`src/rtl/arb_pkg.sv`:
```
// rtl/arb_pkg.sv - shared constants and state type for the shared flash arbiter
package arb_pkg;

   localparam int N_PORTS = 3;
   localparam int ID_W    = $clog2(N_PORTS);
   localparam int CNT_W   = $clog2(N_PORTS + 1);

   typedef enum logic [1:0] {
      IDLE  = 2'd0,
      GRANT = 2'd1,
      GAP   = 2'd2
   } arb_state_t;

endpackage

```
`src/rtl/arb_id_fifo.sv`:
```
// rtl/arb_id_fifo.sv - FIFO of requester IDs, each ID held at most once
module arb_id_fifo
   import arb_pkg::*;
(
   input  logic               clk,
   input  logic               rst_n,
   input  logic [N_PORTS-1:0] push,
   input  logic               pop,
   output logic [ID_W-1:0]    head,
   output logic               empty,
   output logic [N_PORTS-1:0] member
);

   logic [ID_W-1:0]    q     [N_PORTS];
   logic [ID_W-1:0]    nxt_q [N_PORTS];
   logic [CNT_W-1:0]   cnt;
   logic [CNT_W-1:0]   nxt_cnt;
   logic [N_PORTS-1:0] nxt_member;

   always_comb begin
      nxt_q      = q;
      nxt_cnt    = cnt;
      nxt_member = member;
      if (pop && cnt != '0) begin
         nxt_member[q[0]] = 1'b0;
         for (int k = 0; k < N_PORTS - 1; k++) begin
            nxt_q[k] = q[k+1];
         end
         nxt_q[N_PORTS-1] = '0;
         nxt_cnt          = cnt - 1'b1;
      end
      // Ascending scan: simultaneous arrivals take slots in index order.
      for (int i = 0; i < N_PORTS; i++) begin
         if (push[i] && !nxt_member[i] && nxt_cnt < CNT_W'(N_PORTS)) begin
            nxt_q[nxt_cnt[ID_W-1:0]] = ID_W'(i);
            nxt_member[i]            = 1'b1;
            nxt_cnt                  = nxt_cnt + 1'b1;
         end
      end
   end

   always_ff @(posedge clk) begin
      if (!rst_n) begin
         for (int k = 0; k < N_PORTS; k++) begin
            q[k] <= '0;
         end
         cnt    <= '0;
         member <= '0;
      end else begin
         q      <= nxt_q;
         cnt    <= nxt_cnt;
         member <= nxt_member;
      end
   end

   assign head  = q[0];
   assign empty = (cnt == '0);

endmodule

```
`src/rtl/shared_flash_arbiter.sv`:
```
// rtl/shared_flash_arbiter.sv - FIFO-ordered session arbiter in front of one flash reader
module shared_flash_arbiter #(
   parameter int ADDR_W  = 24,
   parameter int DATA_W  = 8,
   parameter int N_PORTS = 3
) (
   input  logic                      clk,
   input  logic                      rst_n,
   input  logic [N_PORTS-1:0]        req,
   output logic [N_PORTS-1:0]        grant,
   input  logic [N_PORTS*ADDR_W-1:0] p_addr,
   input  logic [N_PORTS-1:0]        p_rd,
   output logic [N_PORTS-1:0]        p_valid,
   output logic [DATA_W-1:0]         rd_data,
   output logic [ADDR_W-1:0]         res_addr,
   output logic                      res_rd,
   input  logic [DATA_W-1:0]         res_data,
   input  logic                      res_valid,
   input  logic                      res_busy
);

   import arb_pkg::*;

   arb_state_t         state;
   logic [ID_W-1:0]    head;
   logic               empty;
   logic [N_PORTS-1:0] member;
   logic [N_PORTS-1:0] push;
   logic               pop;
   logic               head_req;

   // The owner stays at the FIFO head for its whole session, so it cannot re-queue until popped.
   assign head_req = req[head];
   assign push     = req & ~member & ~grant;

   always_comb begin
      pop = 1'b0;
      if (state == IDLE) begin
         pop = !empty && !head_req;
      end else if (state == GRANT) begin
         pop = !head_req;
      end
   end

   arb_id_fifo u_fifo (
      .clk    (clk),
      .rst_n  (rst_n),
      .push   (push),
      .pop    (pop),
      .head   (head),
      .empty  (empty),
      .member (member)
   );

   always_ff @(posedge clk) begin
      if (!rst_n) begin
         state <= IDLE;
         grant <= '0;
      end else begin
         case (state)
            IDLE: begin
               if (!empty && head_req && !res_busy) begin
                  grant <= N_PORTS'(1) << head;
                  state <= GRANT;
               end
            end
            GRANT: begin
               if (!head_req) begin
                  grant <= '0;
                  state <= GAP;
               end
            end
            GAP: begin
               if (!res_busy) begin
                  state <= IDLE;
               end
            end
            default: begin
               grant <= '0;
               state <= IDLE;
            end
         endcase
      end
   end

   always_comb begin
      res_addr = '0;
      res_rd   = 1'b0;
      for (int i = 0; i < N_PORTS; i++) begin
         if (grant[i]) begin
            res_addr = p_addr[i*ADDR_W +: ADDR_W];
            res_rd   = p_rd[i];
         end
      end
   end

   assign p_valid = grant & {N_PORTS{res_valid}};
   assign rd_data = res_data;

endmodule

```
`config.mk`:
```
export PLATFORM = sky130hd
export DESIGN_NAME = shared_flash_arbiter
export DESIGN_NICKNAME = d
export VERILOG_FILES = /design/src/rtl/arb_pkg.sv /design/src/rtl/arb_id_fifo.sv /design/src/rtl/shared_flash_arbiter.sv
export SDC_FILE = /design/constraint.sdc
export NUM_CORES = 1
export LEC_CHECK = 0
export ABC_AREA = 1
export CAP_MARGIN = 20
export CORE_ASPECT_RATIO = 1.5
export CORE_MARGIN = 4
export CORE_UTILIZATION = 38
export DETAILED_ROUTE_END_ITERATION = 12
export PLACE_DENSITY = 0.9
export SLEW_MARGIN = 20
export SYNTH_ARGS = -nofsm -noshare
export SYNTH_HDL_FRONTEND = slang
export SYNTH_HIERARCHICAL = 1
export SYNTH_SLANG_ARGS = --single-unit
```
`constraint.sdc`:
```
create_clock -name clk -period 10.3 [get_ports clk]
set_clock_uncertainty 0.15 [all_clocks]
set_input_delay 2.575 -clock clk [delete_from_list [all_inputs] [get_ports clk]]
set_output_delay 2.575 -clock clk [all_outputs]
set_load 0.005 [all_outputs]
```
* Word-level counts from Yosys, hierarchy flattened *
Cells that the tools add are included.

cells by class
  add/subtract/negate cells = 4
  $lt $le $gt $ge = 11
  equality and inequality tests = 5
  shift operators = 1
  multiplexer cells = 37
  bitwise gates (word level) = 19
  reduce and logical (&&, ||, !) cells = 25

operators by type and width
  kind                                                number
  2-to-1 mux 24 bit                                   3
  2-to-1 mux 6 bit                                    4
  2-to-1 mux 2 bit                                    10
  AND 3 bit                                           6
  inverter 3 bit                                      5
  logical AND 1 bit                                   14
  demux 2 bit (select 2 bit)                          3
  2-to-1 mux 1 bit                                    10
  >= comparator 3 bit, second input constant          3
  < comparator 3 x 1 -> 1 bit, second input constant  3
  2-to-1 mux 3 bit                                    3
  inverter 2 -> 3 bit                                 3
  case mux 3 bit (3 select lines)                     1
  adder 2 x 1 -> 2 bit, second input constant         3
  AND 6 bit                                           1
  zero test 1 bit                                     6
  < comparator 2 bit, second input constant           3
  inverter 6 bit                                      1
  OR 3 bit                                            2
  case mux 2 bit (3 select lines)                     1
  AND reduction 3 bit                                 2
  zero test 2 bit                                     2
  != test 2 bit, second input constant                2
  < comparator 2 x 3 -> 1 bit, second input constant  1
  other kinds (10)                                    10

word-level totals
  register bits = 16
  input bits = 90
  output and inout port bits = 39
  word-level logic and storage cells = 109

* Depth between registers and ports, before layout *
Gate-level depths: netlist (run 1).

  depth after elaboration = 22
  gate-level depth with buffers = 30
  depth with buffers taken out = 29

* Hierarchy *
The synthesis (run 1) kept the hierarchy.

by module, submodules not included
  module                times used  cells an instance  area an instance (µm²)  sequential area each (µm²)
  arb_id_fifo           1           127                882.1                   220.2
  shared_flash_arbiter  1           147                879.6                   100.1

* Worst setup path before layout (run 1) *
OpenSTA, ideal clock, no wires.

  path type = input to register
  start point = input req[1]
  end point = register u_fifo.cnt[1]
  setup time = 109 ps
  arrival time = 5979 ps
  data required time = 10041 ps
  slack = 4063 ps
  stages = 27
  path through = nand3_2 > nand3_4 > a211oi_1 > inv_2 > nor2_4 > nand2_1 > o21ai_0 > inv_1 > ha_1 > nor2_1 > nand3_1 > nand2_1 > inv_1 > ha_1 > nor2_1 > nand2_2 > inv_2 > nand3_2 > nand2_2 > inv_1 > ha_1 > inv_1 > nand3_2 > o21ai_0 > inv_1 > nand2_1 > inv_1

between the ends
  cells in the longest elaborated chain, start to end = 17

ends and longest elaborated chain
  item                                                         RTL line                                                RTL
  from (decl)                                                  shared_flash_arbiter.sv:9                               input logic [N_PORTS-1:0] req,
  binary-select mux 1 bit (select 2 bit) *                     shared_flash_arbiter.sv:33                              assign head_req = req[head];
  2-to-1 mux 1 bit (not written as such) *                     shared_flash_arbiter.sv:33
  zero test 1 bit *                                            -
  2-to-1 mux 1 bit or logical AND 1 bit (tied branches)        shared_flash_arbiter.sv:40, shared_flash_arbiter.sv:39
  2-to-1 mux 1 bit *                                           shared_flash_arbiter.sv:38                              if (state == IDLE) begin
  net pop                                                      shared_flash_arbiter.sv:29                              logic pop;
  logical AND 1 bit *                                          arb_id_fifo.sv:24                                       if (pop && cnt != '0) begin
  branches (longest 10 deep; another with < comparator 2 bit)  -
  2-to-1 mux 2 bit *                                           arb_id_fifo.sv:34                                       if (push[i] && !nxt_member[i] && nxt_cnt < CNT_W'(N_PORTS)) begin
  to (signal assigned)                                         arb_id_fifo.sv:51                                       cnt <= nxt_cnt;
  to (decl)                                                    arb_id_fifo.sv:16                                       logic [CNT_W-1:0] cnt;

Mark *: on every way through the listed nets, which the timed path passes. The select of a mux whose other input is x is not followed.
A chain may end at the register's enable or synchronous reset.

* Worst setup path after layout (run 1) *
  start point = input req[0]
  end point = register u_fifo.cnt[1]

The elaborated chain is that of the path after synthesis.

==> results of run 1 <==
## Yosys cell counts
master	number
dfxtp_1	16
a22oi_1	25
nor2_1	12
nand2_1	64
nand2_4	2
o21ai_2	1
o211ai_1	4
nand3_2	5
o21ai_0	11
nor3_1	3
nand2_2	7
nand4_1	5
buf_2	5
inv_1	26
ha_1	13
nor2_2	1
nor3b_1	2
a21oi_4	1
nor2_4	1
o21ai_1	20
buf_4	10
a211oi_1	1
nand3_1	15
nand3_4	1
inv_2	4
a21oi_1	13
clkbuf_1	6
## final timing paths
path | end | from | depth (start not counted) | slack (ns)
setup / recovery | u_fifo/cnt[1]$_SDFF_PN0_ | req[0] | 28 | 3.22
setup reg to reg | u_fifo/cnt[1]$_SDFF_PN0_ | u_fifo/head[1]$_SDFF_PN0_ | 28 | 5.44
hold reg to reg | u_fifo/q[0]$_SDFF_PN0_ | u_fifo/q[0]$_SDFF_PN0_ | 2 | 0.33
hold / removal | u_fifo/q[0]$_SDFF_PN0_ | u_fifo/q[0]$_SDFF_PN0_ | 2 | 0.33
## through the flow
| step | total power [W] | std cells | cell area, sq um | utilization, % | worst slack, ns |
|---|---|---|---|---|---|
| 6_report | 0.000645 | 417 | 2870 | 63.7 | 3.22 |
| 5_1_grt | 0.000707 | 417 | 2870 | 63.7 | 2.79 |
| 4_1_cts | 0.000643 | 417 | 2870 | 63.7 | 3.30 |
| 3_5_place_dp | 0.000592 | 414 | 2830 | 62.8 | 3.03 |
| 3_3_place_gp | 0.000571 | 414 | 2830 | 62.8 | 3.34 |
| 2_1_floorplan | 0.000418 | 274 | 1760 | - | 4.06 |
## where the power goes
group | switching (W) | internal (W) | leakage [nW]
Combinational | 0.000281 | 0.000207 | 0.997
Clock | 0.0000223 | 0.0000260 | 0.0216
Sequential | 0.0000241 | 0.0000844 | 0.131
Total | 0.000328 | 0.000317 | 1.15
## sequential cells by signal (all words and copies together) (netlist names)
| name | flops |
|---|---|
| u_fifo/cnt | 2 |
| state | 2 |
| u_fifo/member | 3 |
| u_fifo/q | 4 |
| u_fifo/head | 2 |
| grant | 3 |
## cell usage in the layout, fill, tap and decap left out, drive strengths merged
| cell | instances |
|---|---|
| a21oi | 14 |
| dfxtp | 16 |
| a22oi | 25 |
| buf | 1 |
| ha | 13 |
| o21ai | 32 |
| clkdlybuf4s50 | 112 |
| o211ai | 4 |
| nor3b | 2 |
| clkbuf | 3 |
| inv | 30 |
| nor3 | 3 |
| nand3 | 21 |
| nor2 | 14 |
| nand2 | 73 |
| a211oi | 1 |
| nand4 | 5 |
## worst max-delay path: stages
cell and delay [ns]:
clkdlybuf4s50_1 0.48, nand3_2 0.14, nand3_4 0.10, a211oi_1 0.51, inv_2 0.10, nor2_4 0.20
nand2_1 0.07, o21ai_0 0.19, inv_1 0.14, ha_1 0.20, nor2_1 0.34, nand3_1 0.22
nand2_1 0.16, inv_1 0.08, ha_1 0.20, nor2_1 0.13, nand2_2 0.13, inv_2 0.12
nand3_2 0.08, nand2_2 0.09, inv_1 0.07, ha_1 0.19, inv_1 0.11, nand3_2 0.13
o21ai_0 0.18, inv_1 0.06, nand2_1 0.06, inv_1 0.04
## layout make-up
type                       count  area (sq um)  area share (%)
inverter                      30           113            3.92
sequential                    16           322            11.2
clock buffer                   3          41.3            1.44
multi-input combinational    207          1210            42.0
timing repair buffer         113          1130            39.3
tap                           48          60.1            2.09
## logic make-up (layout without fill, tap and decap cells)
family / Yosys count / count (layout) / share of synthesized area [%]
buffers and inverters: 51 / 146 / 13.4
AO/OA/AOI/OAI: 76 / 76 / 26.7
AND/OR/NAND/NOR: 118 / 118 / 32.5
adder cells (fa/ha/maj): 13 / 13 / 9.23
flip-flops: 16 / 16 / 18.2
## routing by layer
| metal | vias to the layer above | GRT usage, % | wire (microns) |
|---|---|---|---|
| met2 | 122 | 41.7 | 3400 |
| met5 | - | 0 | 0 |
| met4 | 0 | 6.85 | 179 |
| met1 | 1012 | 23.4 | 2440 |
| li1 | 1112 | - | - |
| met3 | 20 | 10.3 | 763 |
==> impl_metrics.py, run 1 <==
metrics = {
    "global_routing": {
        "grt_pass1_wl_microns": 10800,
        "gr-usage-all-layers_pct": 23.1,
        "grt_max_degree": 52,
        "gr-total-overflow": 0,
        "antenna_found_initial": 0,
        "first_global_vias": 2179,
    },
    "cts": {
        "cts.sinks": 16,
        "clk_latency_ns": 0.25,
        "cts_tree": "built",
        "h-tree-depth": 1,
        "cts_root_buffer": "clkbuf_8",
        "holdBufCountCts": 0,
        "cts-resized-gates": 0,
        "clockBufferDepth": 2,
        "numCtsBuffers": 3,
        "cts_setup_buffers": 0,
        "cts.clk_slew.worst_paths_ns": 0.06,
    },
    "yosys": {
        "ys_seq_elements": 16,
        "synth.area.top_cells": "dfxtp_1, nand2_1, a22oi_1, ha_1, o21ai_1",
        "ys_seq_area_share_pct": 18.2,
        "synth_area_leader_cell": "dfxtp_1",
        "syn_inst": 274,
        "synth_cell_types": 27,
        "synth_area_sq_mm": 0.00176,
        "ys_warn_count": 6,
        "synth_nets": 377,
        "yosysTopAreaCellShare_pct": 18.2,
        "syn_area_per_cell_sq_um": 6.43,
    },
    "outcome": {
        "outcome": "complete, no violations",
    },
    "die": {
        "die_area_sq_mm": 0.00581,
        "initial_core_util_pct": 39.1,
        "ioPinCount": 129,
        "die_h_microns": 91.4,
        "die_x_microns": 63.6,
        "placementRows": 30,
        "core_sq_mm": 0.00450,
    },
    "cells_and_area": {
        "drive_gt1_share_pct": 7.59,
        "nFillCells": 414,
        "antenna_cells": 0,
        "final_nets": 474,
        "area_delta_synth_final_pct": 62.9,
    },
    "route": {
        "ant_nets": 0,
        "dr_total_vias": 2266,
        "viasPerCell": 5.43,
        "wl_per_cell_microns": 16.3,
        "wirelength_microns": 6790,
        "drt-initial-drc-count": 157,
        "drtPass1Iterations": 4,
        "drc_errors": 0,
    },
    "job": {
        "drv_cap": 0,
    },
    "sta": {
        "setup_viol": 0,
        "maxSlewHeadroom_pct": 32.3,
        "fmax_ghz": 0.141,
        "period_needed_ns": 7.08,
        "finalMaxSlewViolations": 0,
        "worstMarginPinSlew_ns": 1.01,
        "setup_tns_ns": 0,
        "grt_setup_unrepaired": "no",
        "timing.hold.ws_ns": 0.334,
        "hold_viol_final": 0,
        "min_period_over_period_pct": 68.8,
    },
    "placement": {
        "port_buffers": 112,
        "gp_congestion": 1.01,
        "dpl.hpwl_microns": 5600,
    },
    "pwr": {
        "p_leak_nw": 1.15,
        "power-per-cell-area_mw_per_mm2": 225,
        "ir_drop_mv": 0.210,
    },
    "worst_setup_path": {
        "crit_arrival_ns": 7.09,
        "cp.required_ns": 10.31,
        "crit_type": "in -> reg",
        "worstSetupEndpointType": "flip-flop",
        "worstSetupStartpointType": "input pin",
        "critical_path_peak_fanout": 9,
    },
    "min_path": {
        "hold_path_class": "reg -> reg",
    },
}
No activity file was read; power rests on OpenSTA's default activity.
==> run 2: changes to the inputs <==
--- a/config.mk
+++ b/config.mk
@@ -9,9 +9,9 @@
 export CAP_MARGIN = 20
 export CORE_ASPECT_RATIO = 1.5
 export CORE_MARGIN = 4
-export CORE_UTILIZATION = 38
+export CORE_UTILIZATION = 35
 export DETAILED_ROUTE_END_ITERATION = 12
-export PLACE_DENSITY = 0.9
+export PLACE_DENSITY = 0.84
 export SLEW_MARGIN = 20
 export SYNTH_ARGS = -nofsm -noshare
 export SYNTH_HDL_FRONTEND = slang
==> constraint.sdc (replaced) <==
create_clock -name clk -period 7.3 [get_ports clk]
set_clock_uncertainty 0.15 [all_clocks]
set_input_delay 1.825 -clock clk [delete_from_list [all_inputs] [get_ports clk]]
set_output_delay 1.825 -clock clk [all_outputs]
set_load 0.005 [all_outputs]
==> run 2 against run 1 <==
Count of clock-buffer cells in the layout increased by 1. Die area is 7.6% higher. Sequential cell count unchanged. Sequential share of layout area fell by 0.21 points. Combinational power increased by 38%. Global-route usage fell by 2.5 points. Worst hold slack better by 0.013 ns. Cell area grew 1.5%. Sequential power increased by 37%. Critical path depth unchanged. Clock power increased by 65%.
==> impl_metrics.py, run 2 (synthesis results as in run 1) <==
metrics = {
    "die": {
        "initial_core_util_pct": 36.3,
        "die_h_microns": 94.9,
        "ioPinCount": 129,
        "die_x_microns": 65.9,
        "core_sq_mm": 0.00485,
        "placementRows": 31,
        "die_area_sq_mm": 0.00626,
    },
    "worst_setup_path": {
        "crit_arrival_ns": 6.25,
        "critical_path_peak_fanout": 9,
        "r2r_cells": 28,
        "crit_type": "in -> reg",
        "crit_top_cell": "inv_1",
        "cp.required_ns": 7.31,
        "reg2reg_from": "u_fifo/head[1]$_SDFF_PN0_",
        "worstSetupEndpointType": "flip-flop",
        "r2r_slack_ns": 2.52,
        "cp_slowest_cell": "a211oi_1",
        "worstSetupStartpointType": "input pin",
        "crit_path_max_incr_delay_ns": 0.54,
        "r2r_end": "u_fifo/cnt[1]$_SDFF_PN0_",
    },
    "placement": {
        "gp_congestion": 0.880,
        "dpl.hpwl_microns": 5470,
        "port_buffers": 112,
    },
    "global_routing": {
        "gr-usage-all-layers_pct": 20.5,
        "grt_pass1_wl_microns": 10100,
        "first_global_vias": 2138,
        "gr-total-overflow": 0,
        "grt_max_degree": 51,
        "antenna_found_initial": 0,
    },
    "pwr": {
        "power_w": 0.000899,
        "p_leak_nw": 1.16,
        "ir_drop_mv": 0.305,
        "power-per-cell-area_mw_per_mm2": 309,
    },
    "cts": {
        "holdBufCountCts": 0,
        "cts_tree": "built",
        "h-tree-depth": 1,
        "cts.clk_slew.worst_paths_ns": 0.07,
        "clk_latency_ns": 0.25,
        "cts.sinks": 16,
        "cts_setup_buffers": 0,
        "cts_root_buffer": "clkbuf_8",
        "numCtsBuffers": 3,
        "cts-resized-gates": 0,
        "clockBufferDepth": 2,
    },
    "job": {
        "drv_cap": 0,
    },
    "sta": {
        "maxSlewHeadroom_pct": 33.0,
        "fmax_ghz": 0.160,
        "setup_viol": 0,
        "finalMaxSlewViolations": 0,
        "grt_setup_unrepaired": "no",
        "min_period_over_period_pct": 85.6,
        "setup_tns_ns": 0,
        "hold_viol_final": 0,
        "worstMarginPinSlew_ns": 1.00,
        "period_needed_ns": 6.25,
    },
    "route": {
        "wl_per_cell_microns": 15.2,
        "dr_total_vias": 2228,
        "drc_errors": 0,
        "drt-initial-drc-count": 98,
        "ant_nets": 0,
        "wirelength_microns": 6620,
        "drtPass1Iterations": 5,
        "viasPerCell": 5.10,
    },
    "cells_and_area": {
        "regMostFlops": "u_fifo/q",
        "reg.largest.list": "u_fifo/q (4), grant (3), u_fifo/member (3)",
        "mostFrequentLayoutCells": "clkdlybuf4s50_1, nand2_1, inv_1",
        "drive_gt1_share_pct": 7.82,
        "antenna_cells": 0,
        "layout_commonest_cell": "clkdlybuf4s50_1",
        "largest_reg_flops": 4,
        "final_nets": 475,
        "area_delta_synth_final_pct": 65.3,
    },
    "outcome": {
        "outcome": "complete, no violations",
    },
    "min_path": {
        "hold_depth": 2,
        "whs_endpoint": "u_fifo/q[0]$_SDFF_PN0_",
        "hold_path_class": "reg -> reg",
        "min_from": "u_fifo/q[0]$_SDFF_PN0_",
    },
}
run 2: cell count changes in the layout (fill, tap and decap cells not counted):
cell and change:
buf_4 +1, dfxtp_1 +1, dfxtp_2 -1, clkbuf_8 +1
run 2: how the worst max path moves through the flow:
stage / startpoint / end / slack (ns) / depth (start not counted)
finish: req[2] / u_fifo/cnt[1]$_SDFF_PN0_ / 1.05 / 28
global route: req[2] / u_fifo/cnt[1]$_SDFF_PN0_ / 0.59 / 28
CTS: req[2] / u_fifo/cnt[1]$_SDFF_PN0_ / 1.11 / 28
detailed placement: req[2] / u_fifo/cnt[1]$_SDFF_PN0_ / 0.90 / 28
global placement: req[2] / u_fifo/cnt[1]$_SDFF_PN0_ / 1.08 / 28
floorplan: req[1] / u_fifo/cnt[1]$_SDFF_PN0_ / 1.81 / 27
run 2: worst max-delay path: cells and delay by family:
kind / cells / cell delay, ns
and+or+nand+nor: 13 / 1.80
buffers and inverters: 9 / 1.12
AOI/OAI and AO/OA: 3 / 0.91
adders and majority gates: 3 / 0.58
run 2: where the power goes:
part,switching (W),leakage [nW],internal [W]
Combinational,0.000380,1.00,0.000291
Sequential,0.0000294,0.131,0.000119
Clock,0.0000316,0.0288,0.0000479
run 2: through the flow:
step	worst slack, ns	utilization, %	cell area (sq um)	hold slack (ns)	instances
finish	1.05	60.1	2910	0.348	437
global route	0.590	60.1	2910	0.380	437
CTS	1.11	60.1	2910	0.347	437
detailed placement	0.896	58.9	2860	0.337	433
global placement	1.08	58.9	2860	0.325	433
floorplan	1.81	-	1760	0.303	274
run 2: cell type report:
| type | count | area (sq um) |
|---|---|---|
| clock buffers | 4 | 55.1 |
| fillers | 473 | 1940 |
| inverters | 30 | 113 |
| multi-input cells | 207 | 1210 |
| flip-flops and latches | 16 | 320 |
| well taps | 66 | 82.6 |
| repair buffers | 114 | 1140 |
run 2: routing by layer:
metal,vias up,GRT usage [%],part of all wire [%]
met4,0,7.96,2.2
met5,-,0,0
met2,122,38.2,51
met3,12,7.86,14
li1,1117,-,-
met1,977,19.9,33
==> run 3: changes to the inputs <==
--- a/config.mk
+++ b/config.mk
@@ -11,6 +11,7 @@
 export CORE_MARGIN = 4
 export CORE_UTILIZATION = 35
 export DETAILED_ROUTE_END_ITERATION = 12
+export MAX_ROUTING_LAYER = met4
 export PLACE_DENSITY = 0.84
 export SLEW_MARGIN = 20
 export SYNTH_ARGS = -nofsm -noshare
==> run 3 against run 2 <==
Via count fell by 0.67%. Sequential cell count is the same. Sequential share of layout area is the same. Setup slack got worse by 0.0023 ns. Worst hold slack hardly changed. Total power is 0.12% higher. Routed wire length about the same. Count of clock-buffer cells in the layout is the same. Core utilization unchanged. Largest power group unchanged.
==> impl_metrics.py, run 3 (synthesis results as in run 1) <==
metrics = {
    "worst_setup_path": {
        "r2r_cells": 28,
        "cp.depth": 28,
        "crit_type": "in -> reg",
        "worstSetupEndpointType": "flip-flop",
        "reg2reg_from": "u_fifo/head[1]$_SDFF_PN0_",
        "worstSetupStartpointType": "input pin",
        "crit_path_max_incr_delay_ns": 0.54,
        "crit_end": "u_fifo/cnt[1]$_SDFF_PN0_",
        "cp.required_ns": 7.31,
        "crit_family": "simple AND/OR/NAND/NOR gates",
        "path_buf_inv": 9,
        "worstSetupStartpoint": "req[2]",
        "r2r_slack_ns": 2.52,
        "cp_slowest_cell": "a211oi_1",
        "crit_arrival_ns": 6.25,
        "critical_path_peak_fanout": 9,
        "r2r_end": "u_fifo/cnt[1]$_SDFF_PN0_",
        "crit_top_cell": "inv_1",
    },
    "route": {
        "wirelength_microns": 6630,
        "wl_per_cell_microns": 15.2,
        "ant_nets": 0,
        "viasPerCell": 5.06,
        "drtPass1Iterations": 4,
        "dr_total_vias": 2213,
        "drt-initial-drc-count": 97,
        "drc_errors": 0,
    },
    "die": {
        "die_h_microns": 94.9,
        "core_sq_mm": 0.00485,
        "initial_core_util_pct": 36.3,
        "die_x_microns": 65.9,
        "die_area_sq_mm": 0.00626,
        "ioPinCount": 129,
        "placementRows": 31,
    },
    "cells_and_area": {
        "area_delta_synth_final_pct": 65.3,
        "reg.largest.list": "u_fifo/q (4), grant (3), u_fifo/member (3)",
        "final_nets": 475,
        "drive_gt1_share_pct": 7.82,
        "antenna_cells": 0,
        "mostFrequentLayoutCells": "clkdlybuf4s50_1, nand2_1, inv_1",
        "nFillCells": 473,
        "fin_area_sq_mm": 0.00291,
        "layout_commonest_cell": "clkdlybuf4s50_1",
        "regMostFlops": "u_fifo/q",
        "largest_reg_flops": 4,
    },
    "global_routing": {
        "antenna_found_initial": 0,
        "grt_pass1_wl_microns": 10100,
        "gr-total-overflow": 0,
        "grt_max_degree": 51,
        "first_global_vias": 2133,
        "gr-usage-all-layers_pct": 21.2,
    },
    "sta": {
        "min_period_over_period_pct": 85.6,
        "hold_viol_final": 0,
        "setup_viol": 0,
        "setup_tns_ns": 0,
        "fmax_ghz": 0.160,
        "period_needed_ns": 6.25,
        "timing.hold.ws_ns": 0.347,
        "grt_setup_unrepaired": "no",
        "maxSlewHeadroom_pct": 30.8,
        "worstMarginPinSlew_ns": 1.04,
        "finalMaxSlewViolations": 0,
    },
    "cts": {
        "cts_tree": "built",
        "numCtsBuffers": 3,
        "cts.sinks": 16,
        "cts_setup_buffers": 0,
        "cts.clk_slew.worst_paths_ns": 0.07,
        "clk_latency_ns": 0.25,
        "clockBufferDepth": 2,
        "h-tree-depth": 1,
        "cts_root_buffer": "clkbuf_8",
        "holdBufCountCts": 0,
        "cts-resized-gates": 0,
    },
    "placement": {
        "port_buffers": 112,
        "dpl.hpwl_microns": 5470,
        "dpl-instance-area_sq_mm": 0.00286,
        "gp_congestion": 0.895,
    },
    "min_path": {
        "hold_path_class": "reg -> reg",
        "min_from": "u_fifo/q[1]$_SDFF_PN0_",
    },
    "job": {
        "drv_cap": 0,
    },
    "pwr": {
        "p_int_w": 0.000458,
        "p_leak_nw": 1.16,
        "p_seq_share_pct": 16.5,
        "combPwrFrac_pct": 74.7,
        "pwr-share-clk_pct": 8.8,
        "power-per-cell-area_mw_per_mm2": 309,
        "p_sw_share_pct": 49.1,
        "ir_drop_mv": 0.306,
        "netSwitchingPower_w": 0.000442,
    },
    "outcome": {
        "outcome": "complete, no violations",
    },
}
==> run 3: layout make-up <==
cell class | instances | area, sq um | share of cell area (%)
inverters | 30 | 113 | 3.87
repair buffers | 114 | 1140 | 39.0
multi-input cells | 207 | 1210 | 41.4
well taps | 66 | 82.6 | 2.84
clock buffers | 4 | 55.1 | 1.89
flip-flops and latches | 16 | 320 | 11.0
==> run 3: power groups by stage <==
stage                     clock [W]  combinational [W]  sequential [W]
after floorplan                   0           0.000452        0.000138
after global placement            0           0.000649        0.000149
after detailed placement          0           0.000669        0.000150
after CTS                 0.0000808           0.000675        0.000148
after global routing      0.0000841           0.000760        0.000152
final                     0.0000793           0.000673        0.000148
==> run 3: per-layer routing <==
metal,vias to the layer above,global-route usage [%],share of wire (%)
li1,1117,-,-
met1,972,20.2,34
met2,112,38.5,51
met3,12,7.74,13
met4,0,7.44,1.9
met5,-,-,0
==> run 3: through the flow <==
stage	setup slack (ns)	power, W	util [%]	cells
final	1.05	0.000900	60.1	437
after global routing	0.590	0.000996	60.1	437
after CTS	1.11	0.000904	60.1	437
after detailed placement	0.896	0.000819	58.9	433
after global placement	1.08	0.000798	58.9	433
after floorplan	1.81	0.000590	-	274
==> run 3: worst min path at each step <==
stage	end	slack, ns	cells past startpoint
detailed placement	u_fifo/q[1]$_SDFF_PN0_	0.34	2
global route	u_fifo/q[0]$_SDFF_PN0_	0.38	2
floorplan	u_fifo/q[0]$_SDFF_PN0_	0.30	2
finish	u_fifo/q[1]$_SDFF_PN0_	0.35	2
global placement	u_fifo/q[0]$_SDFF_PN0_	0.33	2
CTS	u_fifo/q[1]$_SDFF_PN0_	0.35	2
==> run 3: worst register-to-register path: cells and delay by family, from the launching register on <==
family                     cells  cell delay [ns]
AOI/OAI and AO/OA              3             0.91
DFF                            1             0.51
buffers and inverters          9             0.77
adders and majority gates      3             0.58
and+or+nand+nor               13             1.76
